**src/rtl/mul_pkg.sv**
```systemverilog
// mul_pkg: shared definitions for the iterative multiplier.
//   state_t  : controller states (IDLE -> CALC -> FIX -> IDLE)
//   clog2    : counter width helper
//   bpc_ok   : legality test for the WIDTH / BITS_PER_CYCLE pair
package mul_pkg;

  typedef enum logic [1:0] {
    S_IDLE = 2'd0,
    S_CALC = 2'd1,
    S_FIX  = 2'd2
  } state_t;

  // Bit n set means n multiplier bits per cycle is a supported step size (1, 2, 4).
  localparam logic [4:0] BPC_LEGAL_MASK = 5'b10110;

  function automatic int clog2(input int n);
    int r;
    int v;
    r = 0;
    v = n - 1;
    while (v > 0) begin
      r = r + 1;
      v = v >> 1;
    end
    return (r < 1) ? 1 : r;
  endfunction

  function automatic bit bpc_ok(input int width, input int bpc);
    if (bpc < 1 || bpc > 4) return 1'b0;
    if (!BPC_LEGAL_MASK[bpc]) return 1'b0;
    if ((width % bpc) != 0) return 1'b0;
    if (width < 4 || (width % 2) != 0) return 1'b0;
    return 1'b1;
  endfunction

endpackage

```
**src/rtl/mul_iter_if.sv**
```systemverilog
// mul_iter_if: request/response bundle of the iterative multiplier.
//   master drives : start, is_signed, a, b, cancel
//   slave drives  : busy, done, hi, lo
interface mul_iter_if #(
  parameter int WIDTH = 32
);
  logic             start;
  logic             is_signed;
  logic [WIDTH-1:0] a;
  logic [WIDTH-1:0] b;
  logic             cancel;
  logic             busy;
  logic             done;
  logic [WIDTH-1:0] hi;
  logic [WIDTH-1:0] lo;

  modport master (
    output start, is_signed, a, b, cancel,
    input  busy, done, hi, lo
  );

  modport slave (
    input  start, is_signed, a, b, cancel,
    output busy, done, hi, lo
  );
endinterface

```
**src/rtl/mul_step.sv**
```systemverilog
// mul_step: one combinational radix-2^BPC accumulation step.
//   i_acc   : running unsigned 2*WIDTH partial sum
//   i_mag_a : multiplicand magnitude
//   i_digit : current BPC-bit multiplier digit
//   i_cnt   : index of the digit (weight 2^(i_cnt*BPC))
//   o_acc   : i_acc + (i_digit * i_mag_a) << (i_cnt*BPC)
module mul_step #(
  parameter int WIDTH = 32,
  parameter int BPC   = 1,
  parameter int CNT_W = 6
) (
  input  logic [2*WIDTH-1:0] i_acc,
  input  logic [WIDTH-1:0]   i_mag_a,
  input  logic [BPC-1:0]     i_digit,
  input  logic [CNT_W-1:0]   i_cnt,
  output logic [2*WIDTH-1:0] o_acc
);
  localparam int PW   = WIDTH + BPC;
  localparam int SH_W = CNT_W + 3;

  logic [PW-1:0]      w_part;
  logic [2*WIDTH-1:0] w_part_ext;
  logic [SH_W-1:0]    w_shamt;

  assign w_part     = PW'(i_digit) * PW'(i_mag_a);
  assign w_part_ext = (2*WIDTH)'(w_part);
  assign w_shamt    = SH_W'(i_cnt) * SH_W'(BPC);
  // Highest weight placed is (ITER-1)*BPC + WIDTH + BPC = 2*WIDTH, so no carry is lost.
  assign o_acc      = i_acc + (w_part_ext << w_shamt);

endmodule

```
**src/rtl/mul_iter.sv**
```systemverilog
// mul_iter: multi-cycle MULT/MULTU unit, BITS_PER_CYCLE multiplier bits per clock.
//   clk, rst_n : rising-edge clock, asynchronous active-low reset
//   bus.start/is_signed/a/b : request, sampled only while idle
//   bus.cancel : flush; aborts an operation in CALC or FIX
//   bus.busy   : state != IDLE
//   bus.done   : one-cycle pulse when hi/lo are written
//   bus.hi/lo  : upper/lower halves of the 2*WIDTH product
// Magnitudes are multiplied unsigned; the sign is applied once in FIX.
module mul_iter
  import mul_pkg::*;
#(
  parameter int WIDTH          = 32,
  parameter int BITS_PER_CYCLE = 1
) (
  input logic       clk,
  input logic       rst_n,
  mul_iter_if.slave bus
);
  localparam int ITER  = WIDTH / BITS_PER_CYCLE;
  localparam int CNT_W = clog2(ITER + 1);

  if (!bpc_ok(WIDTH, BITS_PER_CYCLE)) begin : g_bad_params
    $error("mul_iter: BITS_PER_CYCLE must be 1, 2 or 4 and divide an even WIDTH >= 4");
  end
  if ($bits(bus.a) != WIDTH) begin : g_bad_if_width
    $error("mul_iter: interface WIDTH does not match module WIDTH");
  end

  state_t             r_state;
  logic               r_neg;
  logic [WIDTH-1:0]   r_mag_a;
  logic [WIDTH-1:0]   r_mag_b;
  logic [2*WIDTH-1:0] r_acc;
  logic [CNT_W-1:0]   r_cnt;
  logic               r_done;
  logic [WIDTH-1:0]   r_hi;
  logic [WIDTH-1:0]   r_lo;
  logic [2*WIDTH-1:0] w_acc_next;
  logic [2*WIDTH-1:0] w_product;

  // Two's-complement magnitude; the most negative value maps to 2^(WIDTH-1),
  // which is still exact when read as unsigned.
  function automatic logic [WIDTH-1:0] magnitude(input logic [WIDTH-1:0] x,
                                                 input logic sgn);
    logic signed [WIDTH-1:0] sx;
    sx = signed'(x);
    if (sgn && sx < 0) return WIDTH'(-sx);
    return x;
  endfunction

  function automatic logic [2*WIDTH-1:0] apply_sign(input logic [2*WIDTH-1:0] acc,
                                                    input logic neg);
    logic signed [2*WIDTH-1:0] sacc;
    sacc = signed'(acc);
    return neg ? (2*WIDTH)'(-sacc) : acc;
  endfunction

  mul_step #(
    .WIDTH (WIDTH),
    .BPC   (BITS_PER_CYCLE),
    .CNT_W (CNT_W)
  ) u_step (
    .i_acc   (r_acc),
    .i_mag_a (r_mag_a),
    .i_digit (r_mag_b[BITS_PER_CYCLE-1:0]),
    .i_cnt   (r_cnt),
    .o_acc   (w_acc_next)
  );

  assign w_product = apply_sign(r_acc, r_neg);

  always_ff @(posedge clk or negedge rst_n) begin
    if (!rst_n) begin
      r_state <= S_IDLE;
      r_neg   <= 1'b0;
      r_mag_a <= '0;
      r_mag_b <= '0;
      r_acc   <= '0;
      r_cnt   <= '0;
      r_done  <= 1'b0;
      r_hi    <= '0;
      r_lo    <= '0;
    end else begin
      r_done <= 1'b0;
      case (r_state)
        // Accept: capture operand magnitudes and result sign.
        S_IDLE: begin
          if (bus.start && !bus.cancel) begin
            r_mag_a <= magnitude(bus.a, bus.is_signed);
            r_mag_b <= magnitude(bus.b, bus.is_signed);
            r_neg   <= bus.is_signed & (bus.a[WIDTH-1] ^ bus.b[WIDTH-1]);
            r_acc   <= '0;
            r_cnt   <= '0;
            r_state <= S_CALC;
          end
        end
        // Iterate: one multiplier digit per clock, LSB digit first.
        S_CALC: begin
          if (bus.cancel) begin
            r_state <= S_IDLE;
          end else begin
            r_acc   <= w_acc_next;
            r_mag_b <= r_mag_b >> BITS_PER_CYCLE;
            r_cnt   <= r_cnt + 1'b1;
            if (r_cnt == CNT_W'(ITER - 1)) r_state <= S_FIX;
          end
        end
        // Fix-up: negate if needed and publish; a flush here still wins.
        S_FIX: begin
          r_state <= S_IDLE;
          if (!bus.cancel) begin
            {r_hi, r_lo} <= w_product;
            r_done       <= 1'b1;
          end
        end
        default: r_state <= S_IDLE;
      endcase
    end
  end

  assign bus.busy = (r_state != S_IDLE);
  assign bus.done = r_done;
  assign bus.hi   = r_hi;
  assign bus.lo   = r_lo;

endmodule

```
**src/flat_wrapper.sv**
```systemverilog
// flat-port wrapper written by rule: the top's interface ports become plain ports
module mul_iter_flat import mul_pkg::*;
#(
  parameter int WIDTH          = 32,
  parameter int BITS_PER_CYCLE = 1
)
  (clk, rst_n, bus_start, bus_is_signed, bus_a, bus_b, bus_cancel, bus_busy, bus_done, bus_hi, bus_lo);
  mul_iter_if #(.WIDTH(WIDTH)) bus_i ();
  input logic clk;
  input logic rst_n;
  input wire logic [$bits(bus_i.start)-1:0] bus_start;
  input wire logic [$bits(bus_i.is_signed)-1:0] bus_is_signed;
  input wire logic [$bits(bus_i.a)-1:0] bus_a;
  input wire logic [$bits(bus_i.b)-1:0] bus_b;
  input wire logic [$bits(bus_i.cancel)-1:0] bus_cancel;
  output wire logic [$bits(bus_i.busy)-1:0] bus_busy;
  output wire logic [$bits(bus_i.done)-1:0] bus_done;
  output wire logic [$bits(bus_i.hi)-1:0] bus_hi;
  output wire logic [$bits(bus_i.lo)-1:0] bus_lo;
  assign bus_i.start = bus_start;
  assign bus_i.is_signed = bus_is_signed;
  assign bus_i.a = bus_a;
  assign bus_i.b = bus_b;
  assign bus_i.cancel = bus_cancel;
  assign bus_busy = bus_i.busy;
  assign bus_done = bus_i.done;
  assign bus_hi = bus_i.hi;
  assign bus_lo = bus_i.lo;
  mul_iter #(.WIDTH(WIDTH), .BITS_PER_CYCLE(BITS_PER_CYCLE)) u_core (.clk(clk), .rst_n(rst_n), .bus(bus_i));
endmodule
```
**config.mk**
```make
export PLATFORM = sky130hd
export DESIGN_NAME = mul_iter_flat
export DESIGN_NICKNAME = d
export VERILOG_FILES = /design/src/rtl/mul_pkg.sv /design/src/rtl/mul_iter_if.sv /design/src/rtl/mul_step.sv /design/src/rtl/mul_iter.sv /design/src/flat_wrapper.sv
export SDC_FILE = /design/constraint.sdc
export NUM_CORES = 1
export LEC_CHECK = 0
export ABC_AREA = 1
export CAP_MARGIN = 20
export CORE_AREA = 2 2 190 192
export CTS_BUF_LIST = sky130_fd_sc_hd__clkbuf_4 sky130_fd_sc_hd__clkbuf_8
export CTS_CLUSTER_SIZE = 16
export DETAILED_ROUTE_END_ITERATION = 6
export DIE_AREA = 0 0 192 194
export GPL_TIMING_DRIVEN = 0
export PLACE_DENSITY = 0.82
export SLEW_MARGIN = 20
export SYNTH_ARGS = -nofsm -noshare
export SYNTH_HDL_FRONTEND = slang
export SYNTH_SLANG_ARGS = --single-unit
```
**constraint.sdc**
```tcl
create_clock -name clk -period 5.87 [get_ports clk]
set_input_delay 1.4675 -clock clk [delete_from_list [all_inputs] [get_ports clk]]
set_output_delay 1.4675 -clock clk [all_outputs]
set_load 0.03 [all_outputs]
```
=== After elaboration in Yosys (flattened, before gate mapping) ===
Cells that the tools add are included.

* Add/subtract/negate cells: 5
* Multipliers: 1
* Divide/modulo/power cells: 0
* Order comparisons: 2
* Equality and inequality tests: 6
* Shift-type cells: 1
* Multiplexer cells: 26
* Bitwise gates (word level): 3
* Reduce and logical (&&, ||, !) cells: 11

{| class="wikitable"
|+ Operator list
! operator !! count
|-
| $mux 32 || 6
|-
| $mux 64 || 3
|-
| $pmux 64 s2 || 1
|-
| $add 64x64->64 || 1
|-
| $lt 32x1->1 const B || 2
|-
| $neg 32->32 || 2
|-
| $neg 64->64 || 1
|-
| $pmux 32 s2 || 1
|-
| $shl 33x6->64 || 1
|-
| $mul 1x32->33 || 1
|-
| $mux 6 || 2
|-
| $pmux 6 s2 || 1
|-
| $mux 1 || 8
|-
| $add 6x1->6 const B || 1
|-
| $eq 6x5->1 const B || 1
|-
| $mux 2 || 3
|-
| $reduce_and 2->1 || 3
|-
| $pmux 2 s2 || 1
|-
| $reduce_bool 2->1 || 2
|-
| $logic_and 1x1->1 || 3
|-
| $ne 3x2->1 const B || 1
|-
| $reduce_and 3->1 || 1
|-
| $eq 2x1->1 const B || 1
|-
| $eq 2x2->1 const B || 1
|-
| other kinds (7) || 7
|}

* Flip-flop bits (word level): 202
* Latch bits: 0
* Bits in writable memories: 0
* Bits in read-only memories: 0
* Bits of input ports: 69
* Output and inout port bits: 66
* Memories: 0

=== Logic depth before layout (Yosys ltp) ===
Gate-level depths: netlist of run 1.

* Depth after elaboration: 8
* Mapped depth: 29
* Mapped depth without buffers: 27

=== Cells and area by module ===
From an unflattened synthesis of run 1, not the netlist that was laid out.

* Cell total of the unflattened synthesis: 3,342
* Area, all modules: 19,785.2 µm²

{| class="wikitable"
|+ By module, submodules not included
! module !! times used !! cells each !! area each (µm²)
|-
| mul_iter || 1 || 1,674 || 11,788.8
|-
| mul_step || 1 || 1,668 || 7,996.4
|}

=== Worst setup path after synthesis of run 1 ===
Ideal clock, no wire load.

* Path type: reg-to-reg
* Start point: register u_core.r_cnt[0]
* End point: register u_core.r_acc[62]
* Library setup time: 0.118 ns
* Arrival time: 2.962 ns
* Required time: 5.752 ns
* Setup slack: 2.790 ns
* Cell stages (with the launch flop): 23
* Period minus slack after synthesis: 3.080 ns
* Cell sequence: dfrtp_1 -> buf_4 -> inv_4 -> buf_4 -> nand3_1 -> nor3_1 -> nand2_1 -> nor2_1 -> ha_1 -> inv_1 -> fa_1 -> inv_1 -> nand2_1 -> o21ai_2 -> a21oi_1 -> o21ai_0 -> nand2_1 -> nand2_1 -> nand2_1 -> nand2_1 -> nand2_1 -> nand3_1 -> nand2_1

* Word-level cells in the longest chain between the ends: 4

{| class="wikitable"
|+ Ends and longest elaborated chain
! what !! line !! source
|-
| start: declaration || mul_iter.sv:34 || <nowiki>logic [CNT_W-1:0] r_cnt;</nowiki>
|-
| start signal: assignment || mul_iter.sv:104 || <nowiki>r_cnt <= r_cnt + 1'b1;</nowiki>
|-
| $shl 33x6->64 || mul_step.sv:29 || <nowiki>assign o_acc = i_acc + (w_part_ext << w_shamt);</nowiki>
|-
| $add 64x64->64 || mul_step.sv:29 ||
|-
| $mux 64 || mul_iter.sv:99 || <nowiki>if (bus.cancel) begin</nowiki>
|-
| $pmux 64 s2 || mul_iter.sv:85 || <nowiki>case (r_state)</nowiki>
|-
| end signal: assignment || mul_iter.sv:102 || <nowiki>r_acc <= w_acc_next;</nowiki>
|-
| end: declaration || mul_iter.sv:33 || <nowiki>logic [2*WIDTH-1:0] r_acc;</nowiki>
|}

Every way passes these cells. The select of a mux whose other input is x is not followed.
A chain may end at the register's enable or synchronous reset.

=== Final worst setup path of run 1 ===
* Start point: register u_core.r_cnt[1]
* End point: register u_core.r_acc[61]

The elaborated chain is that of the path after synthesis.

==> results.json, run 1 <==
{
  "synth_edf_count": 0,
  "drt_iter0_markers": 2227,
  "fin_area_um2": 22100,
  "final.min_clock_period_ns": 4.95,
  "dpl_worst_slack_ns": 1.23,
  "clk_pin_slew_ns": 0.07,
  "violations": "design-rule violations",
  "cp.required_ns": 6.35,
  "yosysTopAreaCell": "dfrtp_1",
  "p_per_area_nw_per_um2": 393,
  "antenna_found_initial": 2,
  "area_delta_synth_final_pct": 15.7,
  "cts_resized": 0,
  "vdd_drop_max_mv": 0.271,
  "power_mw": 8.67,
  "num_vias": 23105,
  "port_buffers": 134,
  "cts.sinks": 202,
  "worstSetupPathType": "reg2reg",
  "slew_headroom_pct": 21.1,
  "rsz0062_at_grt": "false",
  "max-cap-violations": 0,
  "fmax_mhz": 202,
  "setup_viol_count_final": 0,
  "grt_overflow_total": 0,
  "initial_core_util_pct": 54.1,
  "wl_per_cell_um": 21.2,
  "ctsHoldBuffers": 0,
  "drv_slew": 0,
  "root_buffer": "clkbuf_8",
  "final_hold_viol_count": 0,
  "gr-usage-all-layers_pct": 43.8,
  "grt_pass1_vias": 22326,
  "fp.dieArea_um2": 37200,
  "grt_max_degree": 88,
  "wl_met2_um": 37300,
  "num_rows": 69,
  "fin_crit_sh_pct": 84.3,
  "cp.arrival_ns": 5.43,
  "endpoint_kind": "register",
  "async_flop_share_pct": 100,
  "layout.cells.non_filler": 3853,
  "io_pins": 135,
  "die_y_um": 194,
  "core_um2": 35200,
  "cts_inserted_buffers": 39,
  "tightest_slew_ns": 1.18,
  "skew_ns": 0.0533,
  "wirelength_um": 81800,
  "avgSynthCellArea_um2": 5.99,
  "hold_path_class": "reg2reg",
  "r2r-end": "u_core.r_acc[61]",
  "synthCells": 3183,
  "r2r_slack_ns": 0.92,
  "yosys-top-cells-area": "dfrtp_1 (27%), nand2_1 (19%), o21ai_0 (8.2%)",
  "setup_ws_ns": 0.923,
  "final_cell_mix": "nand2_1 (964), nor2_1 (389), inv_1 (345), o21ai_0 (311), nand3_1 (240)",
  "whs_ns": 0.482,
  "chipWidth_um": 192,
  "timing.rr.start": "u_core.r_cnt[1]",
  "seq_area_frac_synth_pct": 26.5,
  "drive_gt1_share_pct": 5.04,
  "highest_layer": "met4",
  "place_inst": 3780,
  "clock_latency_ns": 0.62,
  "dpl-instance-area_um2": 21100,
  "postCtsSetupBuffers": 0,
  "yosys.cell_types.count": 56,
  "r2r_cells": 24,
  "crit_fanout": 10,
  "ant_nets": 0,
  "final_common_cell": "nand2_1",
  "drcViolationCount": 3,
  "synth.net_count": 3320,
  "final_nets": 3497,
  "ys_ff_latch": 202,
  "via_per_inst": 6.00,
  "netlist.area_leader.share_pct": 26.5,
  "grt_pass1_wl_um": 124000,
  "crit_path_end": "u_core.r_acc[61]",
  "met1Wirelength_um": 29100,
  "first_pass_iters": 7,
  "route.met3.wl_um": 8010,
  "hpwl_um": 65700,
  "htree_levels": 2,
  "cts_tree": "built",
  "cp-startpoint": "u_core.r_cnt[1]",
  "clock_path_buffers": 3,
  "synth_ff_type": "dfrtp_1",
  "status": "finished with violations",
  "gp_congestion": 1.10,
  "ys_warn_count": 0,
  "p_leak_nw": 10.7,
  "start_kind": "register",
  "syn-cell-area_um2": 19100
}
-- registers in the layout, summed over array words and instances (netlist names) --
| signal | cells |
|---|---|
| u_core.bus.done | 1 |
| u_core.bus.hi | 32 |
| u_core.bus.lo | 32 |
| u_core.r_acc | 64 |
| u_core.r_cnt | 6 |
| u_core.r_mag_a | 32 |
| u_core.r_mag_b | 32 |
| u_core.r_neg | 1 |
| u_core.r_state | 2 |
-- area by class of cell --
class / count / area (µm²)
timing repair buffer: 136 / 1400
antenna: 1 / 2.50
multi-input combinational: 2510 / 12200
fill: 3424 / 13200
tap: 461 / 577
clock buffer: 56 / 733
buffer: 110 / 483
clock inverter: 16 / 267
sequential: 202 / 5050
inverter: 361 / 1360
-- kinds of logic (layout without fill, tap and decap cells) --
family                     count (synthesis)  in the layout  share of synthesized area (%)
and+or+nand+nor                         1740           1740                           38.2
AOI/OAI and AO/OA                        624            624                           17.5
buffers and inverters                    471            679                           9.65
DFF                                      202            202                           26.5
adders and majority gates                 68             68                           4.50
xor gates and xnor gates                  68             68                           3.12
muxes                                     10             10                          0.525
other                                      0              1                              0
-- per-layer routing --
metal	vias to the layer above	track usage [%]
met1	10545	49.0
met3	378	9.36
met5	-	0
met4	0	34.3
met2	1439	71.9
li1	10743	-
-- how the worst min path moves through the flow --
| stage | startpoint | slack [ns] | cells after the start | end |
|---|---|---|---|---|
| 6_report | u_core.bus.hi[0] | 0.48 | 2 | u_core.bus.hi[0] |
| 2_1_floorplan | u_core.r_mag_b[25] | 0.44 | 2 | u_core.r_mag_b[25] |
| 3_5_place_dp | u_core.bus.hi[19] | 0.46 | 2 | u_core.bus.hi[19] |
| 3_3_place_gp | u_core.r_mag_b[25] | 0.46 | 2 | u_core.r_mag_b[25] |
| 4_1_cts | u_core.bus.hi[0] | 0.48 | 2 | u_core.bus.hi[0] |
| 5_1_grt | u_core.bus.hi[9] | 0.50 | 2 | u_core.bus.hi[9] |
-- cells in the mapped netlist, types with 6 or more instances --
cell      count
ha_1         67
o31ai_1       6
a21oi_1     166
o21ai_1      61
nand2_1     964
nor3_1       42
a31oi_1       8
nand3b_1     10
o21ai_0     311
buf_4         6
clkbuf_1     60
o22ai_1      16
o21ai_2       6
inv_1       345
buf_2        26
nor2_1      389
o211ai_1     11
xor2_1       61
mux2i_1      10
buf_1        16
nand4_1      37
o21bai_1     17
nand3_1     240
xnor2_1       7
dfrtp_1     202
nor4_1       12
inv_2        13
-- through the flow --
stage / utilization, % / setup TNS (ns)
3_3_place_gp: 59.6 / -1003.73
4_1_cts: 62.6 / 0
2_1_floorplan: - / 0
5_1_grt: 62.6 / 0
3_5_place_dp: 59.8 / 0
6_report: 62.6 / 0
-- power breakdown --
group / leakage [nW] / total [mW] / switching, mW / internal [mW]
clock: 0.516 / 1.82 / 0.703 / 1.12
sequential: 2.60 / 1.96 / 0.315 / 1.64
combinational: 7.60 / 4.89 / 3.54 / 1.35
total: 10.7 / 8.67 / 4.56 / 4.12
-- critical path, cell delays in order (launching register included) --
cell	delay, ns
dfrtp_1	0.38
buf_2	0.18
inv_2	0.12
buf_2	0.25
nand3_1	0.24
nand3_1	0.15
nand2_1	0.07
o21ai_0	0.81
nand2_1	0.10
o21ai_0	0.20
nor2_1	0.13
ha_1	0.39
nand2_1	0.11
nor2_1	0.16
inv_1	0.08
nor2_1	0.25
inv_1	0.20
nor2_1	0.14
nor2_1	0.04
o21ai_1	0.34
nand2_1	0.20
nand2_1	0.11
nand2_1	0.05
nand3_1	0.07
nand2_1	0.06
(Power assumes the default switching activity.)
==> run 2: changes to the inputs <==
--- a/config.mk
+++ b/config.mk
@@ -13,7 +13,7 @@
 export DETAILED_ROUTE_END_ITERATION = 6
 export DIE_AREA = 0 0 192 194
 export GPL_TIMING_DRIVEN = 0
-export PLACE_DENSITY = 0.82
+export PLACE_DENSITY = 0.85
 export SLEW_MARGIN = 20
 export SYNTH_ARGS = -nofsm -noshare
 export SYNTH_HDL_FRONTEND = slang
==> constraint.sdc (replaced) <==
create_clock -name clk -period 4 [get_ports clk]
set_input_delay 1 -clock clk [delete_from_list [all_inputs] [get_ports clk]]
set_output_delay 1 -clock clk [all_outputs]
set_load 0.03 [all_outputs]
==> run 2 against run 1 <==
  * The run ends with negative setup slack left
  * Clock skew shrank 0.013 ns
  * Sequential power grew 46%
  * Combinational power grew 53%
  * Core utilization grew 2.0 points
  * Die area is the same
  * Register-to-register slack lost 0.98 ns
  * Worst hold slack lost 0.17 ns
  * Fmax grew 22%
  * Clock-buffer cell count shrank 4
  * Critical path depth shrank 6
  * Largest cell class unchanged
  * Largest power group unchanged
==> results.json, run 2 (synthesized netlist as in run 1, its figures left out) <==
{
  "status": "finished with violations",
  "violations": "negative setup slack",
  "r2r_cells": 18,
  "timing.rr.start": "u_core.r_cnt[0]",
  "antenna_found_initial": 1,
  "vdd_drop_max_mv": 0.384,
  "gp_congestion": 1.15,
  "cts_inserted_buffers": 36,
  "endpoint_kind": "register",
  "n_fill_cell": 3486,
  "chipWidth_um": 192,
  "grt_overflow_total": 0,
  "via_per_inst": 5.71,
  "io_pins": 135,
  "top_register": "u_core.r_acc",
  "num_rows": 69,
  "r2r_slack_ns": -0.06,
  "critical-path-max-stage-delay_ns": 0.42,
  "drcViolationCount": 0,
  "cp.depth": 18,
  "fmax_mhz": 247,
  "crit_fanout": 10,
  "wl_per_cell_um": 19.4,
  "setup_tns_ns": -0.0645,
  "wirelength_um": 75200,
  "final_nets": 3516,
  "final_cell_mix": "nand2_1 (952), nor2_1 (360), inv_1 (345), o21ai_0 (256), nand3_1 (233)",
  "max-cap-violations": 0,
  "htree_levels": 2,
  "cp.required_ns": 4.43,
  "hpwl_um": 61100,
  "area_delta_synth_final_pct": 19.4,
  "r2r-end": "u_core.r_acc[32]",
  "ant_nets": 0,
  "dpl-instance-area_um2": 21100,
  "root_buffer": "clkbuf_8",
  "layout.cells.non_filler": 3867,
  "p_leak_nw": 10.8,
  "clock_latency_ns": 0.59,
  "port_buffers": 134,
  "cp.arrival_ns": 4.49,
  "setup_viol_count_final": 3,
  "num_vias": 22091,
  "rsz0062_at_grt": "true",
  "path_delay_family": "compound AO/OA/AOI/OAI gates",
  "final_hold_viol_count": 0,
  "fin_area_um2": 22800,
  "path_buf_inv": 3,
  "skew_ns": 0.0406,
  "place_inst": 3780,
  "worstSetupPathType": "reg2reg",
  "p_per_area_nw_per_um2": 554,
  "fp.dieArea_um2": 37200,
  "dpl_worst_slack_ns": -0.771,
  "final_common_cell": "nand2_1",
  "crit_slowest_cell": "o21ai_2",
  "drv_slew": 0,
  "first_pass_iters": 6,
  "start_kind": "register",
  "clk_pin_slew_ns": 0.07,
  "gr-usage-all-layers_pct": 40.3,
  "grt_pass1_vias": 20794,
  "drt_iter0_markers": 1987,
  "final.min_clock_period_ns": 4.06,
  "initial_core_util_pct": 54.1,
  "clock_path_buffers": 3,
  "grt_max_degree": 75,
  "fin_crit_sh_pct": 101,
  "grt_pass1_wl_um": 115000,
  "drive_gt1_share_pct": 9.93,
  "die_y_um": 194,
  "power_mw": 12.6,
  "path_cells": "buf_4 -> clkbuf_4 -> o21ai_1 -> mux2i_2 -> mux2i_2 -> o21ai_1 -> o21ai_2 -> nor2_1 -> ha_1 -> nand2_1 -> o21ai_0 -> a21oi_1 -> inv_1 -> nor2_1 -> nand2_1 -> or2_2 -> nand3_1 -> o21ai_0",
  "cts.sinks": 202,
  "setup_ws_ns": -0.0567,
  "core_um2": 35200,
  "tightest_slew_ns": 1.13,
  "slew_headroom_pct": 24.4,
  "hold_path_class": "in2async",
  "cts_tree": "built",
  "largest_register_ffs": 64
}
[run 2: cell types whose count changed in the layout (fill, tap and decap cells not counted), sizes merged]
cell,before,now
buf,53,72
bufinv,7,3
clkbuf,116,115
clkinvlp,2,1
inv,360,361
[run 2: how the worst max path moves through the flow]
| stage | to | startpoint |
|---|---|---|
| global placement | u_core.r_mag_b[5] | rst_n |
| CTS | u_core.r_acc[34] | u_core.r_cnt[1] |
| finish | u_core.r_acc[32] | u_core.r_cnt[0] |
| global route | u_core.r_acc[36] | u_core.r_cnt[1] |
| floorplan | u_core.r_acc[62] | u_core.r_cnt[0] |
| detailed placement | u_core.r_acc[62] | u_core.r_cnt[0] |
[run 2: stage by stage]
| step | util [%] | hold slack, ns |
|---|---|---|
| after floorplan | - | 0.444 |
| after CTS | 62.5 | 0.328 |
| after detailed placement | 59.8 | 0.464 |
| after global placement | 59.6 | 0.462 |
| after global routing | 64.6 | 0.356 |
| final | 64.7 | 0.307 |
[run 2: final cells by class]
| cell class | count | area [µm²] | area share [%] |
|---|---|---|---|
| antenna | 1 | 2.50 | 0.0110 |
| buffer | 110 | 500 | 2.20 |
| clock buffer | 52 | 697 | 3.06 |
| clock inverter | 12 | 146 | 0.643 |
| inverter | 361 | 1360 | 5.98 |
| multi-input combinational | 2510 | 12900 | 56.5 |
| sequential | 202 | 5050 | 22.2 |
| tap | 461 | 577 | 2.53 |
| timing repair buffer | 158 | 1570 | 6.88 |
[run 2: layer usage]
layer / track usage [%] / up-vias / share of wire [%]
li1: - / 10775 / -
met1: 49.4 / 9992 / 39
met2: 64.8 / 1034 / 45
met3: 7.02 / 288 / 8.3
met4: 26.2 / 2 / 7.6
met5: 0 / - / 0.017
[run 2: power by group]
part | leakage (nW) | internal, mW | switching, mW
clock | 0.445 | 1.32 | 0.945
sequential | 2.60 | 2.41 | 0.448
combinational | 7.79 | 2.31 | 5.17
total | 10.8 | 6.05 | 6.56
[run 2: timing repair]
item | 4_1_cts | 5_1_grt
pin swaps | 3 | 31
gates resized for setup | 45 | 192
endpoints found under the setup margin | 37 | 47
setup buffers | 3 | 19
hold buffers | 0 | 0
